[src/rtl/rfifo_rd_sched_if.sv]
// ----------------------------------------------------------------------------
// rfifo_rd_sched_if
//   Burst read channel between the read-FIFO scheduler and the SDRAM
//   controller.
//
//   sdram_rd_req    scheduler -> ctrl  burst read request (held until ack)
//   sdram_rd_addr   scheduler -> ctrl  burst start word address
//   sdram_rd_ack    ctrl -> scheduler  request accepted (one-cycle pulse)
//   sdram_rd_valid  ctrl -> scheduler  read data beat valid
//   sdram_rd_data   ctrl -> scheduler  16-bit read data beat
//
//   master: scheduler side, slave: SDRAM controller side.
// ----------------------------------------------------------------------------
interface rfifo_rd_sched_if #(
    parameter int ADDR_W = 24
);
    logic              sdram_rd_req;
    logic [ADDR_W-1:0] sdram_rd_addr;
    logic              sdram_rd_ack;
    logic              sdram_rd_valid;
    logic [15:0]       sdram_rd_data;

    modport master (
        output sdram_rd_req,
        output sdram_rd_addr,
        input  sdram_rd_ack,
        input  sdram_rd_valid,
        input  sdram_rd_data
    );

    modport slave (
        input  sdram_rd_req,
        input  sdram_rd_addr,
        output sdram_rd_ack,
        output sdram_rd_valid,
        output sdram_rd_data
    );
endinterface

[src/rtl/rfifo_rd_sched.sv]
// ----------------------------------------------------------------------------
// rfifo_rd_sched
//   Read-side scheduler in the SDRAM clock domain. Keeps the read FIFO
//   (16-bit write port) topped up by issuing fixed-length burst reads over a
//   circular address window [base, end] and forwarding the returned beats
//   into the FIFO write port with one cycle of registered latency.
//
//   Ports:
//     clk             SDRAM / FIFO write-side clock
//     rst_n           asynchronous active-low reset
//     rd_start        pulse: latch cfg window and begin scheduling (IDLE only)
//     rd_stop         pulse: finish the current burst, then return to IDLE
//     cfg_base_addr   window start (BURST_LEN aligned)
//     cfg_end_addr    window last word (inclusive)
//     fifo_wr_usedw   FIFO fill level, write-clock view
//     fifo_full       FIFO full flag
//     sdram           burst read channel (master modport)
//     fifo_wr_en      FIFO write strobe
//     fifo_wr_data    FIFO write data
//     busy            scheduler not in IDLE
//     ovf_err         sticky: beat while FIFO full, or beat outside a burst
// ----------------------------------------------------------------------------
module rfifo_rd_sched #(
    parameter int ADDR_W     = 24,
    parameter int BURST_LEN  = 8,
    parameter int FIFO_DEPTH = 512,
    parameter int USEDW_W    = 10
) (
    input  logic                clk,
    input  logic                rst_n,
    input  logic                rd_start,
    input  logic                rd_stop,
    input  logic [ADDR_W-1:0]   cfg_base_addr,
    input  logic [ADDR_W-1:0]   cfg_end_addr,
    input  logic [USEDW_W-1:0]  fifo_wr_usedw,
    input  logic                fifo_full,
    rfifo_rd_sched_if.master    sdram,
    output logic                fifo_wr_en,
    output logic [15:0]         fifo_wr_data,
    output logic                busy,
    output logic                ovf_err
);

    localparam int CNT_W = $clog2(BURST_LEN) + 1;

    localparam logic [CNT_W-1:0]  LAST_BEAT = CNT_W'(BURST_LEN - 1);
    localparam logic [ADDR_W-1:0] BURST_A   = ADDR_W'(BURST_LEN);
    localparam logic [ADDR_W-1:0] BURST_M1  = ADDR_W'(BURST_LEN - 1);

    typedef enum logic [1:0] {
        S_IDLE,
        S_CHECK,
        S_REQ,
        S_BURST
    } state_t;

    state_t            state;
    logic [ADDR_W-1:0] base_q;
    logic [ADDR_W-1:0] end_q;
    logic [ADDR_W-1:0] cur_addr;
    logic [CNT_W-1:0]  beat_cnt;
    logic              stop_pend;

    logic              room_ok;
    logic              beat_ok;
    logic              stray;
    logic [ADDR_W-1:0] addr_step;
    logic [ADDR_W-1:0] addr_tail;
    logic [ADDR_W-1:0] addr_next;

    // Require room for two full bursts: usedw is seen with CDC lag, so one
    // burst of margin keeps an in-flight burst from overrunning the FIFO.
    // Evaluated in 32 bits so usedw > FIFO_DEPTH simply reads as "no room".
    assign room_ok = (32'(fifo_wr_usedw) + 32'(2 * BURST_LEN)) <= 32'(FIFO_DEPTH);

    // Beats are accepted in BURST and also in the ack cycle itself, since a
    // controller may return its first beat together with the ack.
    assign beat_ok = sdram.sdram_rd_valid &&
                     ((state == S_BURST) || ((state == S_REQ) && sdram.sdram_rd_ack));
    assign stray   = sdram.sdram_rd_valid && !beat_ok;

    // Wrap to base whenever the next burst would not fit entirely inside the
    // window, so partial tail bursts are never issued.
    assign addr_step = cur_addr + BURST_A;
    assign addr_tail = addr_step + BURST_M1;
    assign addr_next = (addr_tail > end_q) ? base_q : addr_step;

    always_ff @(posedge clk or negedge rst_n) begin
        if (!rst_n) begin
            state               <= S_IDLE;
            base_q              <= '0;
            end_q               <= '0;
            cur_addr            <= '0;
            beat_cnt            <= '0;
            stop_pend           <= 1'b0;
            sdram.sdram_rd_req  <= 1'b0;
            sdram.sdram_rd_addr <= '0;
            fifo_wr_en          <= 1'b0;
            fifo_wr_data        <= '0;
            busy                <= 1'b0;
            ovf_err             <= 1'b0;
        end else begin
            fifo_wr_en <= 1'b0;

            // Stop requests are only remembered here; they take effect in
            // CHECK so a burst in flight always completes.
            if ((state != S_IDLE) && rd_stop) begin
                stop_pend <= 1'b1;
            end

            case (state)
                S_IDLE: begin
                    if (rd_start) begin
                        base_q    <= cfg_base_addr;
                        end_q     <= cfg_end_addr;
                        cur_addr  <= cfg_base_addr;
                        stop_pend <= 1'b0;
                        ovf_err   <= 1'b0;
                        busy      <= 1'b1;
                        state     <= S_CHECK;
                    end
                end

                S_CHECK: begin
                    if (stop_pend) begin
                        stop_pend <= 1'b0;
                        busy      <= 1'b0;
                        state     <= S_IDLE;
                    end else if (room_ok) begin
                        sdram.sdram_rd_req  <= 1'b1;
                        sdram.sdram_rd_addr <= cur_addr;
                        state               <= S_REQ;
                    end
                end

                S_REQ: begin
                    if (sdram.sdram_rd_ack) begin
                        sdram.sdram_rd_req <= 1'b0;
                        beat_cnt           <= CNT_W'(sdram.sdram_rd_valid);
                        state              <= S_BURST;
                    end
                end

                S_BURST: begin
                    if (sdram.sdram_rd_valid) begin
                        if (beat_cnt == LAST_BEAT) begin
                            beat_cnt <= '0;
                            cur_addr <= addr_next;
                            state    <= S_CHECK;
                        end else begin
                            beat_cnt <= beat_cnt + 1'b1;
                        end
                    end
                end

                default: begin
                    state <= S_IDLE;
                    busy  <= 1'b0;
                end
            endcase

            // Data path and error flag come after the state case so that an
            // error in the rd_start cycle still sets the sticky flag.
            if (beat_ok) begin
                fifo_wr_en   <= 1'b1;
                fifo_wr_data <= sdram.sdram_rd_data;
                if (fifo_full) begin
                    ovf_err <= 1'b1;
                end
            end
            if (stray) begin
                ovf_err <= 1'b1;
            end
        end
    end

endmodule

[src/flat_wrapper.sv]
// flat-port wrapper written by rule: the top's interface ports become plain ports
module rfifo_rd_sched_flat 
#(
    parameter int ADDR_W     = 24,
    parameter int BURST_LEN  = 8,
    parameter int FIFO_DEPTH = 512,
    parameter int USEDW_W    = 10
)
  (clk, rst_n, rd_start, rd_stop, cfg_base_addr, cfg_end_addr, fifo_wr_usedw, fifo_full, fifo_wr_en, fifo_wr_data, busy, ovf_err, sdram_sdram_rd_req, sdram_sdram_rd_addr, sdram_sdram_rd_ack, sdram_sdram_rd_valid, sdram_sdram_rd_data);
  rfifo_rd_sched_if #(.ADDR_W(ADDR_W)) sdram_i ();
  input  logic clk;
  input  logic rst_n;
  input  logic rd_start;
  input  logic rd_stop;
  input  logic [ADDR_W-1:0] cfg_base_addr;
  input  logic [ADDR_W-1:0] cfg_end_addr;
  input  logic [USEDW_W-1:0] fifo_wr_usedw;
  input  logic fifo_full;
  output logic fifo_wr_en;
  output logic [15:0] fifo_wr_data;
  output logic busy;
  output logic ovf_err;
  output wire logic [$bits(sdram_i.sdram_rd_req)-1:0] sdram_sdram_rd_req;
  output wire logic [$bits(sdram_i.sdram_rd_addr)-1:0] sdram_sdram_rd_addr;
  input wire logic [$bits(sdram_i.sdram_rd_ack)-1:0] sdram_sdram_rd_ack;
  input wire logic [$bits(sdram_i.sdram_rd_valid)-1:0] sdram_sdram_rd_valid;
  input wire logic [$bits(sdram_i.sdram_rd_data)-1:0] sdram_sdram_rd_data;
  assign sdram_sdram_rd_req = sdram_i.sdram_rd_req;
  assign sdram_sdram_rd_addr = sdram_i.sdram_rd_addr;
  assign sdram_i.sdram_rd_ack = sdram_sdram_rd_ack;
  assign sdram_i.sdram_rd_valid = sdram_sdram_rd_valid;
  assign sdram_i.sdram_rd_data = sdram_sdram_rd_data;
  rfifo_rd_sched #(.ADDR_W(ADDR_W), .BURST_LEN(BURST_LEN), .FIFO_DEPTH(FIFO_DEPTH), .USEDW_W(USEDW_W)) u_core (.clk(clk), .rst_n(rst_n), .rd_start(rd_start), .rd_stop(rd_stop), .cfg_base_addr(cfg_base_addr), .cfg_end_addr(cfg_end_addr), .fifo_wr_usedw(fifo_wr_usedw), .fifo_full(fifo_full), .sdram(sdram_i), .fifo_wr_en(fifo_wr_en), .fifo_wr_data(fifo_wr_data), .busy(busy), .ovf_err(ovf_err));
endmodule
[config.mk]
export PLATFORM = sky130hd
export DESIGN_NAME = rfifo_rd_sched_flat
export DESIGN_NICKNAME = d
export VERILOG_FILES = /design/src/rtl/rfifo_rd_sched_if.sv /design/src/rtl/rfifo_rd_sched.sv /design/src/flat_wrapper.sv
export SDC_FILE = /design/constraint.sdc
export NUM_CORES = 1
export LEC_CHECK = 0
export BUFFER_PORTS_ARGS = -buffer_cell sky130_fd_sc_hd__clkbuf_2
export CAP_MARGIN = 20
export CELL_PAD_IN_SITES_DETAIL_PLACEMENT = 1
export CELL_PAD_IN_SITES_GLOBAL_PLACEMENT = 2
export CORE_MARGIN = 2
export CORE_UTILIZATION = 38
export DETAILED_ROUTE_END_ITERATION = 6
export GPL_ROUTABILITY_DRIVEN = 1
export PLACE_DENSITY = 0.85
export SYNTH_ARGS = -nofsm -noshare
export SYNTH_HDL_FRONTEND = slang
export SYNTH_SLANG_ARGS = --single-unit
[constraint.sdc]
create_clock -name clk -period 6.7 [get_ports clk]
set_input_delay 1.34 -clock clk [delete_from_list [all_inputs] [get_ports clk]]
set_output_delay 1.34 -clock clk [all_outputs]
set_load 0.005 [all_outputs]
Yosys cells after proc, flatten, opt, wreduce, memory -nomap -nowiden
Index checks and enable logic that the tools add are counted.

Reduce and logical (&&, ||, !) cells: 19. Mux-type cells: 33. Order comparisons: 2. Bitwise logic cells: 1. Equality and inequality tests: 12. $add $sub $neg: 4.

Operators with widths (number): $mux 24 (4); $pmux 24 s2 (1); $le 32x10->1 const B (1); $add 24x3->24 const B (1); $add 24x4->24 const B (1); $gt 24x24->1 (1); $mux 1 (14); $mux 2 (6); $mux 4 (3); $add 10x5->11 const B (1); $ne 2x2->1 const B (5); $reduce_bool 2->1 (5); $reduce_and 3->1 (3); $pmux 2 s4 (1); $pmux 4 s2 (1); $reduce_and 4->1 (2); $pmux 1 s2 (3); $reduce_and 5->1 (1); $add 4x1->4 const B (1); $eq 2x2->1 const B (2); $eq 4x3->1 const B (1); $logic_and 1x1->1 (4); $ne 2x1->1 const B (2); $ne 3x1->1 const B (1); other kinds (6) (6).

Output and inout bits: 44. Logic and storage cells: 83. Input bits: 81. Bits in registers: 123.

Longest topological paths before layout
Word-level depth: 7. Gate-level depth with buffers: 20. Gate-level depth less buffers: 17.

Worst setup path after synthesis
No wires, ideal clock.

Path kind: reg-to-reg. From: register u_core.cur_addr[4]. To: register u_core.cur_addr[3]. Period minus slack after synthesis: 4.558 ns. Path buffers: 1. Arrival: 4.420 ns. Stages on the path, launching flop included: 18. Setup slack: 2.142 ns. Path through: dfrtp_1 -> ha_1 -> nand4_4 -> a2111oi_2 -> a311oi_1 -> a2111oi_4 -> nand2_2 -> or4_1 -> xnor2_1 -> ha_1 -> nand4_1 -> nor3_2 -> nand4_1 -> nand2b_1 -> a21boi_1 -> buf_2 -> a2111oi_0 -> nor3_1.

Cells in the longest elaborated chain, start to end: 7.

Ends and longest elaborated chain: start, declared (RTL line rfifo_rd_sched.sv:60) `logic [ADDR_W-1:0] cur_addr;`; start signal, assigned (RTL line rfifo_rd_sched.sv:116) `cur_addr <= cfg_base_addr;`; start signal, assigned (RTL line rfifo_rd_sched.sv:148) `cur_addr <= addr_next;`; $add 24x4->24 (RTL line rfifo_rd_sched.sv:84) `assign addr_step = cur_addr + BURST_A;`; $add 24x3->24 (RTL line rfifo_rd_sched.sv:85) `assign addr_tail = addr_step + BURST_M1;`; $gt 24x24->1 (RTL line rfifo_rd_sched.sv:86) `assign addr_next = (addr_tail > end_q) ? base_q : addr_step;`; $mux 24 (RTL line rfifo_rd_sched.sv:86); $mux 24 (RTL line rfifo_rd_sched.sv:146) `if (beat_cnt == LAST_BEAT) begin`; $mux 24 (RTL line rfifo_rd_sched.sv:145) `if (sdram.sdram_rd_valid) begin`; $pmux 24 s2 (RTL line rfifo_rd_sched.sv:111) `case (state)`.

Every way passes these cells. The select of a mux whose other input is x is not followed. A chain may end at the register's enable or synchronous reset.

Worst setup path in the final report
From: register u_core.cur_addr[3]. To: register u_core.cur_addr[3].

Cells in the longest elaborated chain, start to end: 7.

Ends and longest elaborated chain (RTL line): $add 24x4->24 * (rfifo_rd_sched.sv:84); $add 24x3->24 (rfifo_rd_sched.sv:85); $gt 24x24->1 (rfifo_rd_sched.sv:86); $mux 24 * (rfifo_rd_sched.sv:86); $mux 24 * (rfifo_rd_sched.sv:146); $mux 24 * (rfifo_rd_sched.sv:145); $pmux 24 s2 * (rfifo_rd_sched.sv:111).

Mark *: on every way between the ends. The rest lies on a longest branch, timed or not. The select of a mux whose other input is x is not followed.

==> results summary <==
The number of nets in the synthesized netlist is 853. In the final routed layout, each cell accounts on average for 18.77 µm. The count of flip-flops with a built-in enable after synthesis is 0. The share of total power dissipated in sequential elements is 33.1%. The total number of nets in the final design is 963. The placeable core region is 18640 µm². The origin of the worst min-delay path is u_core.ovf_err. The global routing usage summed across all routing layers came out at 21.09%. The depth of the worst register-to-register path came out at 17.

Wires add up to 20.58 mm. The number of fill cells came out at 2140. The number of diodes added for antenna fixing came out at 0.

In the layout the commonest cells are clkbuf_2 (123), dfrtp_1 (123), nand2_1 (92). The clock root buffer master is clkbuf_16. The total power per unit cell area is 522.4 nW/µm². After clock tree synthesis, the setup repair step added 0 buffers.

The number of instances on the worst hold path came out at 2. The path with the worst hold slack has its endpoint at u_core.ovf_err. The clock net in this run drives a total of 123 sinks.

The internal power contribution came out at 2.604 mW. The worst-case clock skew is 9.977 ps. The mean cell area of the mapped netlist is 9.717 µm².

The worst register-to-register path ends at u_core.cur_addr[3]. The maximum number of pins on one net before global-route repair came out at 85. The leakage power summed over all cells came out at 3.913 nW. In the routed design, unresolved DRC markers number 0. The initial antenna violation count came to 0.

In the final timing run, aggregate negative setup slack is 0 ps. The global-route congestion overflow total is 0. After synthesis the netlist holds a flip-flop and latch count of 123. The floorplan has 50 rows.

The number of global-route vias before repair is 6362. The launch instance of the worst register-to-register path is u_core.cur_addr[3]. In the routed layout, each cell is associated on average with a via count of 5.486. The largest fanout on the critical path is 13. The warning count from the yosys run came out at 0. The run finished with clean final reports. The count of boundary I/O pins is 125.

The slew at the pin closest to its max-slew limit came out at 1082 ps. The global-route wire length before repair came out at 33.24 mm. The worst setup path is launched from a register.

The synthesis-to-layout area growth came out at 20.06%. The worst path in the final design needs a cycle of 6014 ps, including I/O delays and setup. The switching power share of the total is 42.18%.

The CTS buffer count is 17. The share of final-layout standard cells stronger than drive strength 1 is 29.47%. Once detail routing completed, the nets flagged for antenna violations numbered 0. The data required time at the worst endpoint came out at 6990 ps.

The cts-stage hold buffer count is 0. The most used flip-flop cell after synthesis is dfrtp_1. The placer congestion estimate is 0.9343. The relative contribution of combinational cells to total power is 45.6%.

The post-route non-filler standard cell count is 1096. At the worst endpoint, the arrival time is 6300 ps. TritonCTS built the clock tree. The die width is 141.5 µm. The switching power total came out at 1.900 mW. The maximum number of buffers from clock root to sink came out at 2. The max-slew violation count is 0. Setup violations remaining at the end of the flow were counted as 0. The number of levels the H-tree was split into came out at 4. The count of distinct cell types in the synthesized netlist came out at 65.

The clock network latency to the later pin of the worst-skew pair is 430 ps. Measured against its own limit, the worst slew margin works out to 27.86%. The share of synthesized area occupied by flip-flops and latches came out at 42.86%. The die is 141.5 µm tall.

In this run the worst hold path is classified as register to register. The largest voltage drop on the vdd net is 0.2822 mV. The setup slack after layout is 685.9 ps. Setup repair after global routing left no endpoint under its margin. The CTS clock-pin slew for the worst setup and hold paths came out at 60 ps.

The number of gates resized after CTS came out at 0. The placed instance count is 1063. The highest clock frequency the design can meet is 0.1663 GHz. The post-synthesis instance area is 7181 µm². The effective utilization at floorplan came out at 38.52%. The number of search-and-repair iterations in the first detailed-routing pass came out at 4.

The count of input and output buffers is 124. The number of design-rule violations left by the first detailed-router iteration came out at 297. The max-cap check violation count came out at 0. The category of the most critical setup path is register to register. The clock network fraction of total power came out at 21.3%. The routed via count came out at 6013.

Before CTS, the worst setup slack after placement is 789.5 ps. The cell count after synthesis came out at 739. The worst register-to-register path has a setup slack of 690 ps. STA classifies the critical path endpoint as a register.

The post-detailed-placement half-perimeter wirelength came out at 15.17 mm. The share of flip-flops with an asynchronous set or reset after synthesis came out at 100.0%. The total count of hold-check failures in the final report came out at 0. The floorplan step defined a die boundary enclosing 20010 µm². At the end of the flow the core is filled with cells to 46.24%.

Dividing the final minimum period by the clock period gives 89.76%.
-- per-stage QoR --
step                      hold slack (ps)  power (mW)  instance area, µm²
final                               472.9       4.504                8621
after global routing                498.2       4.836                8621
after CTS                           477.6       4.531                8593
after detailed placement            461.3       3.547                7980
after global placement              458.1       3.418                7980
after floorplan                     444.8       2.844                7181
-- critical path, cell delays in order (launching register included) --
cell,delay [ps]
dfrtp_1,560
ha_1,560
nand4_4,260
a2111oi_2,420
a311oi_1,150
a2111oi_4,410
nand2_2,160
or4_1,570
xnor2_1,150
ha_1,340
nand4_1,140
nor3_2,310
nand4_1,430
nand2b_1,310
a21boi_1,220
buf_4,260
a2111oi_0,490
nor3_1,130
-- cells in the mapped netlist, types with 13 or more instances --
master    number  share of area (%)
mux2_2        73                 11
inv_1         40                2.1
clkbuf_1      23                1.2
xor2_1        15                1.8
xnor2_1       28                3.4
a21oi_1       38                2.6
nand3_1       13               0.91
ha_1          33                5.8
nor2_1        42                2.2
o21ai_0       46                3.2
nor3_1        18                1.3
nand2_1       93                4.9
dfrtp_1      123                 43
-- how the worst max path moves through the flow --
stage	start	end	slack, ps	cells after the start
finish	u_core.cur_addr[3]	u_core.cur_addr[3]	690	17
CTS	u_core.cur_addr[3]	u_core.cur_addr[14]	760	17
global route	u_core.cur_addr[3]	u_core.cur_addr[10]	290	17
global placement	u_core.cur_addr[3]	u_core.cur_addr[10]	1180	17
floorplan	u_core.cur_addr[4]	u_core.cur_addr[3]	2140	17
detailed placement	u_core.cur_addr[3]	u_core.cur_addr[14]	790	17
-- flip-flops by register name, indices dropped and copies added (netlist names) --
register                    cells
u_core.base_q                  24
u_core.cur_addr                24
u_core.end_q                   24
u_core.sdram.sdram_rd_addr     24
u_core.fifo_wr_data            16
u_core.beat_cnt                 4
u_core.state                    2
u_core.busy                     1
u_core.fifo_wr_en               1
u_core.ovf_err                  1
u_core.sdram.sdram_rd_req       1
u_core.stop_pend                1
-- per-layer routing --
layer | GRT usage (%) | vias up | wire (µm)
li1 | - | 2815 | -
met4 | 5.632 | 0 | 312
met3 | 4.792 | 24 | 1004
met2 | 36.69 | 154 | 10270
met5 | 0 | - | 0
met1 | 26.49 | 3020 | 8989
-- cell type report --
type | instances | area [µm²] | area share (%)
clock inverter | 15 | 187.7 | 2.177
tap | 234 | 292.8 | 3.396
clock buffer | 17 | 425.4 | 4.935
sequential | 123 | 3078 | 35.70
multi-input combinational | 533 | 3772 | 43.76
timing repair buffer | 133 | 710.7 | 8.244
inverter | 41 | 153.9 | 1.785
-- cell families after synthesis --
kind of cell	after synthesis	synth area share [%]
DFF	123	42.86
and+or+nand+nor	233	16.24
muxes	78	12.15
AOI/OAI and AO/OA	145	12.79
xor gates and xnor gates	44	5.472
buffers and inverters	83	4.739
adders and majority gates	33	5.750
-- power groups by stage --
stage               sequential (mW)  clock (mW)  combinational, mW
global route                   1.54        1.01               2.29
global placement               1.46           0               1.96
detailed placement             1.49           0               2.05
CTS                            1.48       0.977               2.07
floorplan                      1.33           0               1.52
finish                         1.49       0.960               2.05
Note: power is estimated with default switching activity, not from simulation.
